**src/rtl/reg_access_ctrl.sv**
```systemverilog
// rtl/reg_access_ctrl.sv - shared-port register file sequencer for operand reads and writebacks
// Optional REGCTL_ZERO_SKIP_EN: x0 source reads are skipped and their operand forced to 0.
module reg_access_ctrl #(
  parameter int AW = 3,
  parameter int DW = 6
) (
  input  logic          clk,
  input  logic          reset,
  input  logic          req_valid,
  output logic          req_ready,
  input  logic [AW-1:0] rs1,
  input  logic [AW-1:0] rs2,
  output logic          op_valid,
  input  logic          op_ready,
  output logic [DW-1:0] op_a,
  output logic [DW-1:0] op_b,
  input  logic          wb_valid,
  output logic          wb_ready,
  input  logic [AW-1:0] wb_addr,
  input  logic [DW-1:0] wb_data,
  output logic [AW-1:0] regAddr,
  input  logic [DW-1:0] regData,
  output logic [DW-1:0] x8,
  output logic          writeReg
);

  typedef enum logic [2:0] {IDLE, RD_A, RD_B, DONE, WR} state_t;

  state_t        state, state_nx;
  logic [AW-1:0] rs1_q, rs2_q, wb_addr_q;
  logic [DW-1:0] wb_data_q;

  always_ff @(posedge clk or posedge reset) begin
    if (reset) begin
      state     <= IDLE;
      rs1_q     <= '0;
      rs2_q     <= '0;
      wb_addr_q <= '0;
      wb_data_q <= '0;
      op_a      <= '0;
      op_b      <= '0;
    end else begin
      state <= state_nx;
      if (state == IDLE) begin
        if (wb_valid) begin
          wb_addr_q <= wb_addr;
          wb_data_q <= wb_data;
        end else if (req_valid) begin
          rs1_q <= rs1;
          rs2_q <= rs2;
`ifdef REGCTL_ZERO_SKIP_EN
          // skipped reads leave their operand at zero
          op_a  <= '0;
          op_b  <= '0;
`endif
        end
      end
      if (state == RD_A) op_a <= regData;
      if (state == RD_B) op_b <= regData;
    end
  end

  always_comb begin
    state_nx  = state;
    req_ready = 1'b0;
    wb_ready  = 1'b0;
    op_valid  = 1'b0;
    regAddr   = '0;
    x8        = '0;
    writeReg  = 1'b0;
    case (state)
      IDLE: begin
        // writeback wins over a simultaneous operand request
        wb_ready  = 1'b1;
        req_ready = !wb_valid;
        if (wb_valid) begin
          state_nx = WR;
        end else if (req_valid) begin
`ifdef REGCTL_ZERO_SKIP_EN
          if (rs1 == '0 && rs2 == '0) state_nx = DONE;
          else if (rs1 == '0)         state_nx = RD_B;
          else                        state_nx = RD_A;
`else
          state_nx = RD_A;
`endif
        end
      end
      RD_A: begin
        regAddr = rs1_q;
`ifdef REGCTL_ZERO_SKIP_EN
        state_nx = (rs2_q == '0) ? DONE : RD_B;
`else
        state_nx = RD_B;
`endif
      end
      RD_B: begin
        regAddr  = rs2_q;
        state_nx = DONE;
      end
      DONE: begin
        op_valid = 1'b1;
        if (op_ready) state_nx = IDLE;
      end
      WR: begin
        regAddr  = wb_addr_q;
        x8       = wb_data_q;
        writeReg = (wb_addr_q != '0);
        state_nx = IDLE;
      end
      default: state_nx = IDLE;
    endcase
  end

endmodule

```
**config.mk**
```make
export PLATFORM = sky130hd
export DESIGN_NAME = reg_access_ctrl
export DESIGN_NICKNAME = d
export VERILOG_FILES = /design/src/rtl/reg_access_ctrl.sv
export SDC_FILE = /design/constraint.sdc
export NUM_CORES = 1
export LEC_CHECK = 0
export BUFFER_PORTS_ARGS = -buffer_cell sky130_fd_sc_hd__buf_2
export CORE_ASPECT_RATIO = 0.6
export CORE_MARGIN = 2
export CORE_UTILIZATION = 45
export CTS_BUF_LIST = sky130_fd_sc_hd__clkbuf_2
export CTS_CLUSTER_DIAMETER = 30
export DETAILED_ROUTE_END_ITERATION = 10
export PLACE_DENSITY = 0.73
export RECOVER_POWER = 50
export SYNTH_ARGS = -nofsm -noshare
export SYNTH_HDL_FRONTEND = slang
export SYNTH_SLANG_ARGS = --single-unit
```
**constraint.sdc**
```tcl
create_clock -name clk -period 3.6 [get_ports clk]
set_input_delay 0.36 -clock clk [delete_from_list [all_inputs] [get_ports clk]]
set_output_delay 0.36 -clock clk [all_outputs]
set_load 0.005 [all_outputs]
```
==> flow_metrics.py, run 1 <==
metrics = {
    "status": {
        "outcome": "finished, final reports clean",
    },
    "yosys": {
        "synthArstFlopShare_pct": 100.0,
        "yosysWarnings": 0,
        "syn_nets": 121,
        "ys_ff_latch": 30,
        "synthDistinctLibCells": 23,
        "synth_edf_count": 0,
        "syn_area_per_cell_um2": 13.83,
        "synth_ff_type": "dfrtp_1",
        "syn-cell-area_um2": 1314,
        "ys_seq_area_share_pct": 57.14,
        "syn_inst": 95,
    },
    "cts": {
        "clk_latency_ps": 370,
        "cts_resized": 0,
        "clockBufferDepth": 2,
        "clkTransAtPathRegs_ps": 140,
        "cts_buffers": 5,
        "cts_tree": "done",
        "post-cts-setup-buffers": 0,
        "htree_num_levels": 2,
        "clk_root_buffer_cell": "clkbuf_2",
        "ctsHoldBuffers": 0,
        "cts_sinks": 30,
    },
    "floorplanning": {
        "core_area_um2": 2815,
        "fp.dieH_um": 45.86,
        "ios": 51,
        "rows": 15,
        "dieArea_um2": 3382,
        "die_x_um": 73.76,
        "initial_core_util_pct": 46.67,
    },
    "placed_design": {
        "hpwl_mm": 2.007,
        "place.gp.congestion": 0.7247,
        "portBuffers": 50,
        "dpl_cell_area_um2": 1570,
    },
    "routing": {
        "top_layer": "met4",
        "route.met2.wl_mm": 1.281,
        "wirelength_mm": 2.617,
        "wire_per_inst_um": 14.38,
        "wl_met1_mm": 1.161,
        "firstDrtPassIters": 2,
        "route.detailed.drc": 0,
        "wl_met3_um": 108,
        "postRouteAntennaNets": 0,
        "num_vias": 923,
        "drt_iter0_markers": 26,
        "viasPerCell": 5.071,
    },
    "sta": {
        "max-slew-margin-rel_pct": 27.62,
        "finalSetupViolCount": 0,
        "finalCriticalPeriod_ps": 2315,
        "final.setup.tns_ps": 0,
        "rsz0062_at_grt": "no",
        "fmax_mhz": 432.0,
        "fin_skew_ps": 5.481,
        "max_slew.worst_pin.slew_ps": 1085,
        "fin_crit_sh_pct": 64.30,
        "final_max_slew_viol_count": 0,
        "finalHoldViolCount": 0,
    },
    "worst_setup_path": {
        "critPathRequiredTime_ps": 3240,
        "rr_worst_depth": 3,
        "critical_path_class": "reg2out",
        "worstPathMaxFanout": 8,
        "worstPathArrival_ps": 1950,
        "cp-start-kind": "register",
        "end_kind": "output pin",
    },
    "global_route": {
        "first_global_vias": 944,
        "grt_pass1_wl_mm": 4.091,
        "grt_max_degree": 31,
        "grt-ovfl-total": 0,
        "grt_usage_pct": 17.19,
        "antenna_found_initial": 0,
    },
    "min_path": {
        "hp-class": "in2reg",
        "min_path_cells": 2,
    },
    "layout": {
        "fin_area_um2": 1599,
        "n_antenna_cell": 0,
        "areaGrowthSynthToFinish_pct": 21.71,
        "drive_gt1_share_pct": 52.70,
        "nFillCells": 240,
        "utilization_pct": 56.80,
        "num-nets-final": 173,
    },
    "power_and_ir_drop": {
        "powerDensity_nw_per_um2": 786.3,
        "irDropWorstVdd_mv": 0.3417,
        "power_leakage_nw": 0.7656,
    },
    "flow_run": {
        "cap_viol_max_count": 0,
    },
}
==> sequential cells by signal (all words and copies together), names as in the netlist <==
name and flops:
op_b 6, state 3, wb_data_q 6, op_a 6, rs2_q 3, wb_addr_q 3, rs1_q 3
==> synthesized netlist by cell type, types with 2 or more instances <==
library cell | instances | area share (%)
dfrtp_1 | 30 | 57
mux2_2 | 26 | 22
and2_1 | 8 | 3.8
nand2_1 | 4 | 1.1
a22oi_1 | 3 | 1.7
nor2b_1 | 3 | 1.4
o21ai_0 | 3 | 1.1
buf_4 | 2 | 1.1
o21bai_1 | 2 | 1.1
==> cells by family (layout without fill, tap and decap cells) <==
family	Yosys count	in the layout	share of synthesized area [%]
buffers and inverters	6	59	3.046
DFF	30	30	57.14
and+or+nand+nor	21	21	11.14
muxes	27	27	23.14
AOI/OAI and AO/OA	11	11	5.523
==> critical path, cell delays in order (launching register included) <==
cell and delay (ps):
dfrtp_1 590, nor3b_1 650, o31a_1 240, buf_2 110
==> where the power goes <==
group	internal, W	leakage, nW	switching, W
sequential	0.000504	0.357	0.000124
clock	0.0000413	0.0255	0.000114
combinational	0.000287	0.383	0.000186
==> cell type report <==
class / instances / area (um2) / area share (%)
sequential: 30 / 750.7 / 46.95
multi-input combinational: 59 / 523.0 / 32.71
timing repair buffer: 50 / 242.7 / 15.18
tap: 34 / 42.54 / 2.660
clock buffer: 5 / 25.02 / 1.565
clock inverter: 3 / 11.26 / 0.7042
inverter: 1 / 3.754 / 0.2347
==> stage by stage <==
stage          hold slack (ps)  worst slack, ps  total power (W)  instances
2_1_floorplan            448.9             2112        0.0009564         95
6_report                 185.8             1285         0.001257        182
3_3_place_gp             466.2             1773         0.001092        174
3_5_place_dp             489.9             1699         0.001125        174
5_1_grt                  169.1             1164         0.001343        182
4_1_cts                  170.3             1255         0.001277        182
==> cells in the final DEF, fill, tap and decap left out, drive strengths merged, types with 2 or more instances in the layout <==
cell type,count
a22oi,3
and2,8
buf,44
clkbuf,11
clkinv,3
dfrtp,30
mux2,27
nand2,4
nor2b,4
nor3b,2
o21ai,3
o21bai,2
==> final timing paths <==
| path | startpoint | endpoint | slack (ps) |
|---|---|---|---|
| setup / recovery | state[2] | writeReg | 1290 |
| hold / removal | op_ready | state[1] | 190 |
| setup reg to reg | state[1] | op_b[4] | 1700 |
| hold reg to reg | op_a[5] | op_a[5] | 520 |
| max in group asynchronous | reset | op_a[2] | 2710 |
| min in group asynchronous | reset | rs1_q[1] | 230 |
==> per-layer routing <==
layer,global-route usage (%),vias up
met4,9.818,0
met3,5.752,6
met1,19.89,458
met2,28.57,21
li1,-,438
met5,0,-
Power figures use the tool's default switching activity.
==> run 2, diff against run 1 <==
--- a/config.mk
+++ b/config.mk
@@ -5,6 +5,7 @@
 export SDC_FILE = /design/constraint.sdc
 export NUM_CORES = 1
 export LEC_CHECK = 0
+export ABC_AREA = 1
 export BUFFER_PORTS_ARGS = -buffer_cell sky130_fd_sc_hd__buf_2
 export CORE_ASPECT_RATIO = 0.6
 export CORE_MARGIN = 2
@@ -12,7 +13,7 @@
 export CTS_BUF_LIST = sky130_fd_sc_hd__clkbuf_2
 export CTS_CLUSTER_DIAMETER = 30
 export DETAILED_ROUTE_END_ITERATION = 10
-export PLACE_DENSITY = 0.73
+export PLACE_DENSITY = 0.72
 export RECOVER_POWER = 50
 export SYNTH_ARGS = -nofsm -noshare
 export SYNTH_HDL_FRONTEND = slang
==> constraint.sdc (replaced) <==
create_clock -name clk -period 2.3 [get_ports clk]
set_input_delay 0.23 -clock clk [delete_from_list [all_inputs] [get_ports clk]]
set_output_delay 0.23 -clock clk [all_outputs]
set_load 0.005 [all_outputs]
==> run 2 against run 1 <==
Against the previous run:
- synthesized cell count rose by 73%
- critical endpoint is now x8[3]
- largest power group unchanged
- highest routed layer unchanged
- via count rose by 34%
- final cell count rose by 43%
- clock skew rose by 11 ps
- total power rose by 76%
- sequential power rose by 52%
==> flow_metrics.py, run 2 <==
metrics = {
    "status": {
        "outcome": "finished, final reports clean",
    },
    "sta": {
        "final.setup.tns_ps": 0,
        "final_max_slew_viol_count": 0,
        "max-slew-margin-rel_pct": 75.34,
        "rsz0062_at_grt": "no",
        "finalSetupViolCount": 0,
        "finalHoldViolCount": 0,
        "finalCriticalPeriod_ps": 1831,
        "fin_crit_sh_pct": 79.61,
        "fin_hold_ws_ps": 54.31,
        "max_slew.worst_pin.slew_ps": 370.0,
        "fin_skew_ps": 16.18,
        "fmax_mhz": 546.2,
    },
    "yosys": {
        "synthArstFlopShare_pct": 100.0,
        "synth_ff_type": "dfrtp_1",
        "synth.most_common_cell": "nand2_1",
        "synth_top_area_cell": "dfrtp_1",
        "syn_nets": 190,
        "syn_area_per_cell_um2": 8.629,
        "synth_edf_count": 0,
        "ys_seq_area_share_pct": 53.05,
        "synthDistinctLibCells": 18,
        "synth_commonest_cells": "nand2_1 (59), dfrtp_1 (30), inv_1 (17), nor2_1 (12), o21ai_2 (12)",
        "syn-cell-area_um2": 1415,
        "yosysWarnings": 0,
        "synth_area_leaders": "dfrtp_1 (53%), nand2_1 (16%), o21ai_2 (7.4%)",
        "synth_top_area_share_pct": 53.05,
        "ys_ff_latch": 30,
        "syn_inst": 164,
    },
    "routing": {
        "wl_met1_mm": 1.334,
        "wl_met3_um": 170,
        "route.met2.wl_mm": 1.444,
        "postRouteAntennaNets": 0,
        "viasPerCell": 4.736,
        "top_layer": "met4",
        "drt_iter0_markers": 42,
        "firstDrtPassIters": 4,
        "wire_per_inst_um": 11.54,
        "num_vias": 1236,
        "route.detailed.drc": 0,
        "wirelength_mm": 3.011,
    },
    "min_path": {
        "hp-class": "in2reg",
    },
    "worst_setup_path": {
        "end_kind": "output pin",
        "critical_path_class": "reg2out",
        "worstPathArrival_ps": 1600,
        "worstPathMaxFanout": 9,
        "cp-start-kind": "register",
        "critPathRequiredTime_ps": 2070,
    },
    "global_route": {
        "first_global_vias": 1087,
        "grt_usage_pct": 18.06,
        "grt_pass1_wl_mm": 4.836,
        "antenna_found_initial": 0,
        "grt-ovfl-total": 0,
        "grt_max_degree": 31,
    },
    "layout": {
        "areaGrowthSynthToFinish_pct": 22.55,
        "top_regs": "op_a x6, op_b x6, wb_data_q x6",
        "n_antenna_cell": 0,
        "fin_area_um2": 1734,
        "layout_commonest_cell": "nand2_1",
        "num-nets-final": 244,
        "drive_gt1_share_pct": 31.05,
        "fin_cells": 261,
        "mostFrequentLayoutCells": "nand2_1 (59), buf_2 (39), dfrtp_1 (30)",
    },
    "placed_design": {
        "portBuffers": 50,
        "place.gp.congestion": 0.8029,
        "dpl_cell_area_um2": 1673,
        "dp.cells": 252,
        "hpwl_mm": 2.289,
    },
    "floorplanning": {
        "die_x_um": 76.40,
        "ios": 51,
        "core_area_um2": 2928,
        "dieArea_um2": 3624,
        "rows": 15,
        "initial_core_util_pct": 48.33,
        "fp.dieH_um": 47.44,
    },
    "cts": {
        "htree_num_levels": 2,
        "clk_root_buffer_cell": "clkbuf_2",
        "cts_buffers": 5,
        "clkTransAtPathRegs_ps": 160,
        "clk_latency_ps": 370,
        "clockBufferDepth": 2,
        "cts_sinks": 30,
        "cts_resized": 0,
        "cts_tree": "done",
    },
    "power_and_ir_drop": {
        "design_power_total_w": 0.002216,
        "powerDensity_nw_per_um2": 1278,
        "irDropWorstVdd_mv": 0.4493,
        "power_leakage_nw": 0.9711,
    },
    "flow_run": {
        "cap_viol_max_count": 0,
    },
}
run 2: final timing paths:
path,from,to,slack (ps),depth (start not counted)
worst max-delay path,state[1],x8[3],470,4
worst min-delay path,wb_addr[2],wb_addr_q[2],50,3
worst max register to register,state[2],op_b[4],870,4
worst min register to register,op_a[1],op_a[1],500,2
max in group asynchronous,reset,op_b[5],1560,4
min in group asynchronous,reset,op_a[0],450,4
run 2: critical path, stage by stage (launching register included):
cell,delay [ps]
dfrtp_1,520
nor2_1,240
nand2_1,210
nor2_1,130
buf_2,130
run 2: repair_timing:
item                                    in CTS  in global routing
buffers inserted                             0                  0
endpoints found under the setup margin       0                  0
hold buffers                                 1                  0
endpoints found under the hold margin       30                  0
run 2: kinds of logic after synthesis:
logic type             share of synthesized area [%]
AOI/OAI and AO/OA                              8.134
and+or+nand+nor                                29.44
buffers and inverters                          9.372
DFF                                            53.05
run 2: stage by stage:
step / utilization, % / setup WS, ps
2_1_floorplan: - / 1107
3_3_place_gp: 57.14 / 953.8
3_5_place_dp: 57.14 / 897.8
4_1_cts: 59.70 / 430.5
5_1_grt: 59.23 / 301.2
6_report: 59.23 / 469.0
run 2: layout make-up:
type	instances	area [um2]
fill	284	1194
sequential	30	750.7
multi-input combinational	109	531.8
timing repair buffer	52	254.0
inverter	20	80.08
tap	42	52.55
clock inverter	3	40.04
clock buffer	5	25.02
run 2: power by group:
part	internal, W	total, W	switching (W)
Sequential	0.000776	0.000957	0.000181
Combinational	0.000342	0.000895	0.000553
Clock	0.000180	0.000364	0.000183
run 2: routing by layer:
metal | global-route usage [%] | vias up
li1 | - | 624
met1 | 22.28 | 572
met2 | 29.91 | 33
met3 | 5.660 | 7
met4 | 10.18 | 0
met5 | 0 | -
==> run 3, diff against run 2 <==
--- a/config.mk
+++ b/config.mk
@@ -13,7 +13,7 @@
 export CTS_BUF_LIST = sky130_fd_sc_hd__clkbuf_2
 export CTS_CLUSTER_DIAMETER = 30
 export DETAILED_ROUTE_END_ITERATION = 10
-export PLACE_DENSITY = 0.72
+export PLACE_DENSITY = 0.74
 export RECOVER_POWER = 50
 export SYNTH_ARGS = -nofsm -noshare
 export SYNTH_HDL_FRONTEND = slang
==> constraint.sdc (replaced) <==
create_clock -name clk -period 1.6 [get_ports clk]
set_input_delay 0.16 -clock clk [delete_from_list [all_inputs] [get_ports clk]]
set_output_delay 0.16 -clock clk [all_outputs]
set_load 0.005 [all_outputs]
==> run 3 against run 2 <==
Against the previous run:
- utilization rose by 4.3 points
- final area rose by 7.3%
- routed wire length rose by 11%
- via count rose by 7.0%
- count of clock-buffer cells in the layout did not move
- register-to-register slack got worse by 590 ps
- clock skew fell by 9.8 ps
- worst hold slack got worse by 13 ps
- total power rose by 45%
- non-clock buffer count rose by 13
- sequential share of layout area fell by 2.7 points
- critical endpoint is now x8[0]
==> flow_metrics.py, run 3 (synthesis gave the netlist of run 2 again) <==
metrics = {
    "worst_setup_path": {
        "critPathRequiredTime_ps": 1440,
        "critical_path_class": "reg2out",
        "crit_buf_inv": 1,
        "worstPathMaxFanout": 7,
        "cp-start-kind": "register",
        "cpLargestDelayFamily": "flip-flops",
        "critPathMaxStageDelay_ps": 490,
        "rr_worst_depth": 5,
        "critical_path.slowest_cell": "dfrtp_2",
        "worst-path-stages": 4,
        "end_kind": "output pin",
        "startpoint": "state[0]",
        "worstPathArrival_ps": 1390,
        "rr_startpoint": "state[0]",
        "cp_cell_sequence": "nor2_4 -> nand2_2 -> nor2_1 -> buf_2",
    },
    "sta": {
        "rsz0062_at_grt": "yes",
        "fmax_mhz": 646.0,
        "max-slew-margin-rel_pct": 51.11,
        "setup_slack_ps": 52.01,
        "finalCriticalPeriod_ps": 1548,
        "finalHoldViolCount": 0,
        "fin_crit_sh_pct": 96.75,
        "max_slew.worst_pin.slew_ps": 733.4,
        "finalSetupViolCount": 0,
        "final_max_slew_viol_count": 0,
        "fin_skew_ps": 6.362,
    },
    "power_and_ir_drop": {
        "design_power_total_w": 0.003205,
        "pwr-share-clk_pct": 10.7,
        "irDropWorstVdd_mv": 0.6278,
        "p_sw_share_pct": 43.03,
        "powerDensity_nw_per_um2": 1723,
        "power_leakage_nw": 1.029,
        "p_comb_share_pct": 45.6,
        "p_seq_share_pct": 43.7,
        "power.internal_w": 0.001826,
        "p_sw_w": 0.001379,
    },
    "layout": {
        "areaGrowthSynthToFinish_pct": 31.48,
        "fin_area_um2": 1861,
        "mostFrequentLayoutCells": "nand2_1 (57), buf_2 (45), dfrtp_1 (27)",
        "layout_commonest_cell": "nand2_1",
        "num-nets-final": 257,
        "top_regs": "op_a x6, op_b x6, wb_data_q x6",
        "n_antenna_cell": 0,
        "drive_gt1_share_pct": 35.78,
    },
    "placed_design": {
        "place.gp.congestion": 0.7347,
        "dpl_cell_area_um2": 1673,
        "hpwl_mm": 2.239,
        "portBuffers": 50,
        "place_ws_ps": 245.7,
    },
    "global_route": {
        "grt-ovfl-total": 0,
        "grt_usage_pct": 19.74,
        "first_global_vias": 1163,
        "grt_pass1_wl_mm": 5.271,
        "grt_max_degree": 31,
        "antenna_found_initial": 0,
    },
    "floorplanning": {
        "initial_core_util_pct": 48.33,
        "ios": 51,
        "core_area_um2": 2928,
        "dieArea_um2": 3624,
        "die_x_um": 76.40,
        "rows": 15,
        "fp.dieH_um": 47.44,
    },
    "routing": {
        "firstDrtPassIters": 4,
        "postRouteAntennaNets": 0,
        "num_vias": 1323,
        "wirelength_mm": 3.331,
        "viasPerCell": 4.828,
        "route.detailed.drc": 0,
        "wire_per_inst_um": 12.16,
        "drt_iter0_markers": 80,
    },
    "flow_run": {
        "cap_viol_max_count": 0,
    },
    "cts": {
        "cts_sinks": 30,
        "clkTransAtPathRegs_ps": 150,
        "cts_tree": "done",
        "cts_buffers": 5,
        "clockBufferDepth": 2,
        "htree_num_levels": 2,
        "clk_latency_ps": 350,
        "clk_root_buffer_cell": "clkbuf_2",
    },
    "min_path": {
        "min_path_cells": 3,
        "hp-start": "rs2[0]",
        "hp-class": "in2reg",
    },
    "status": {
        "outcome": "finished, final reports clean",
    },
}
## run 3: cell count changes in the layout (fill, tap and decap cells not counted), sizes merged
cell	before	now
clkinv	3	4
buf	40	49
clkbuf	16	11
dlygate4sd3	1	10
bufinv	1	0
## run 3: stage by stage
stage | util [%] | std cells | TNS, ps | hold slack (ps)
after floorplan | - | 164 | 0 | 250.8
after global placement | 57.14 | 252 | 0 | 252.1
after detailed placement | 57.14 | 252 | 0 | 254.1
after CTS | 62.65 | 272 | 0 | 3.793
after global routing | 63.55 | 274 | -90.42 | 18.87
final | 63.55 | 274 | 0 | 41.15
## run 3: what timing repair did
action                     in CTS  in global routing
buffers inserted                3                  1
resized for setup               5                  5
pin swaps                       1                  1
setup endpoints to repair      12                 12
hold endpoints to repair       38                  1
hold buffers                    9                  1
## run 3: power groups by stage
stage                     Sequential (W)  Combinational, W  Clock [W]
after global routing             0.00144           0.00166   0.000387
after detailed placement         0.00139           0.00132          0
final                            0.00140           0.00146   0.000342
after global placement           0.00138           0.00129          0
after floorplan                  0.00132           0.00104          0
after CTS                        0.00137           0.00143   0.000350
## run 3: layout make-up
cell class                 instances  area (um2)
multi-input combinational        109       558.0
clock buffer                       5       25.02
inverter                          20       80.08
clock inverter                     3       11.26
fill                             279        1067
timing repair buffer              65       379.1
sequential                        30       754.5
tap                               42       52.55
## run 3: metal layers
metal  track usage [%]  vias to the layer above  part of all wire [%]
met5                 0                        -                     0
met4             10.18                        0                   1.1
met3             5.849                        5                   6.3
met2             29.03                       44                    43
met1             27.47                      620                    49
li1                  -                      654                     -
## run 3: final timing paths
check | to | slack [ps]
min in group asynchronous | state[0] | 530
worst min-delay path | rs2_q[0] | 40
worst min register to register | rs2_q[2] | 500
worst max register to register | op_b[3] | 280
max in group asynchronous | state[1] | 560
worst max-delay path | x8[0] | 50
## run 3: worst reg2reg max path, delay by kind of cell, from the launching register on
kind | cells | cell delay (ps)
AOI/OAI and AO/OA | 1 | 50
DFF | 1 | 490
and+or+nand+nor | 3 | 520
buffers and inverters | 1 | 170
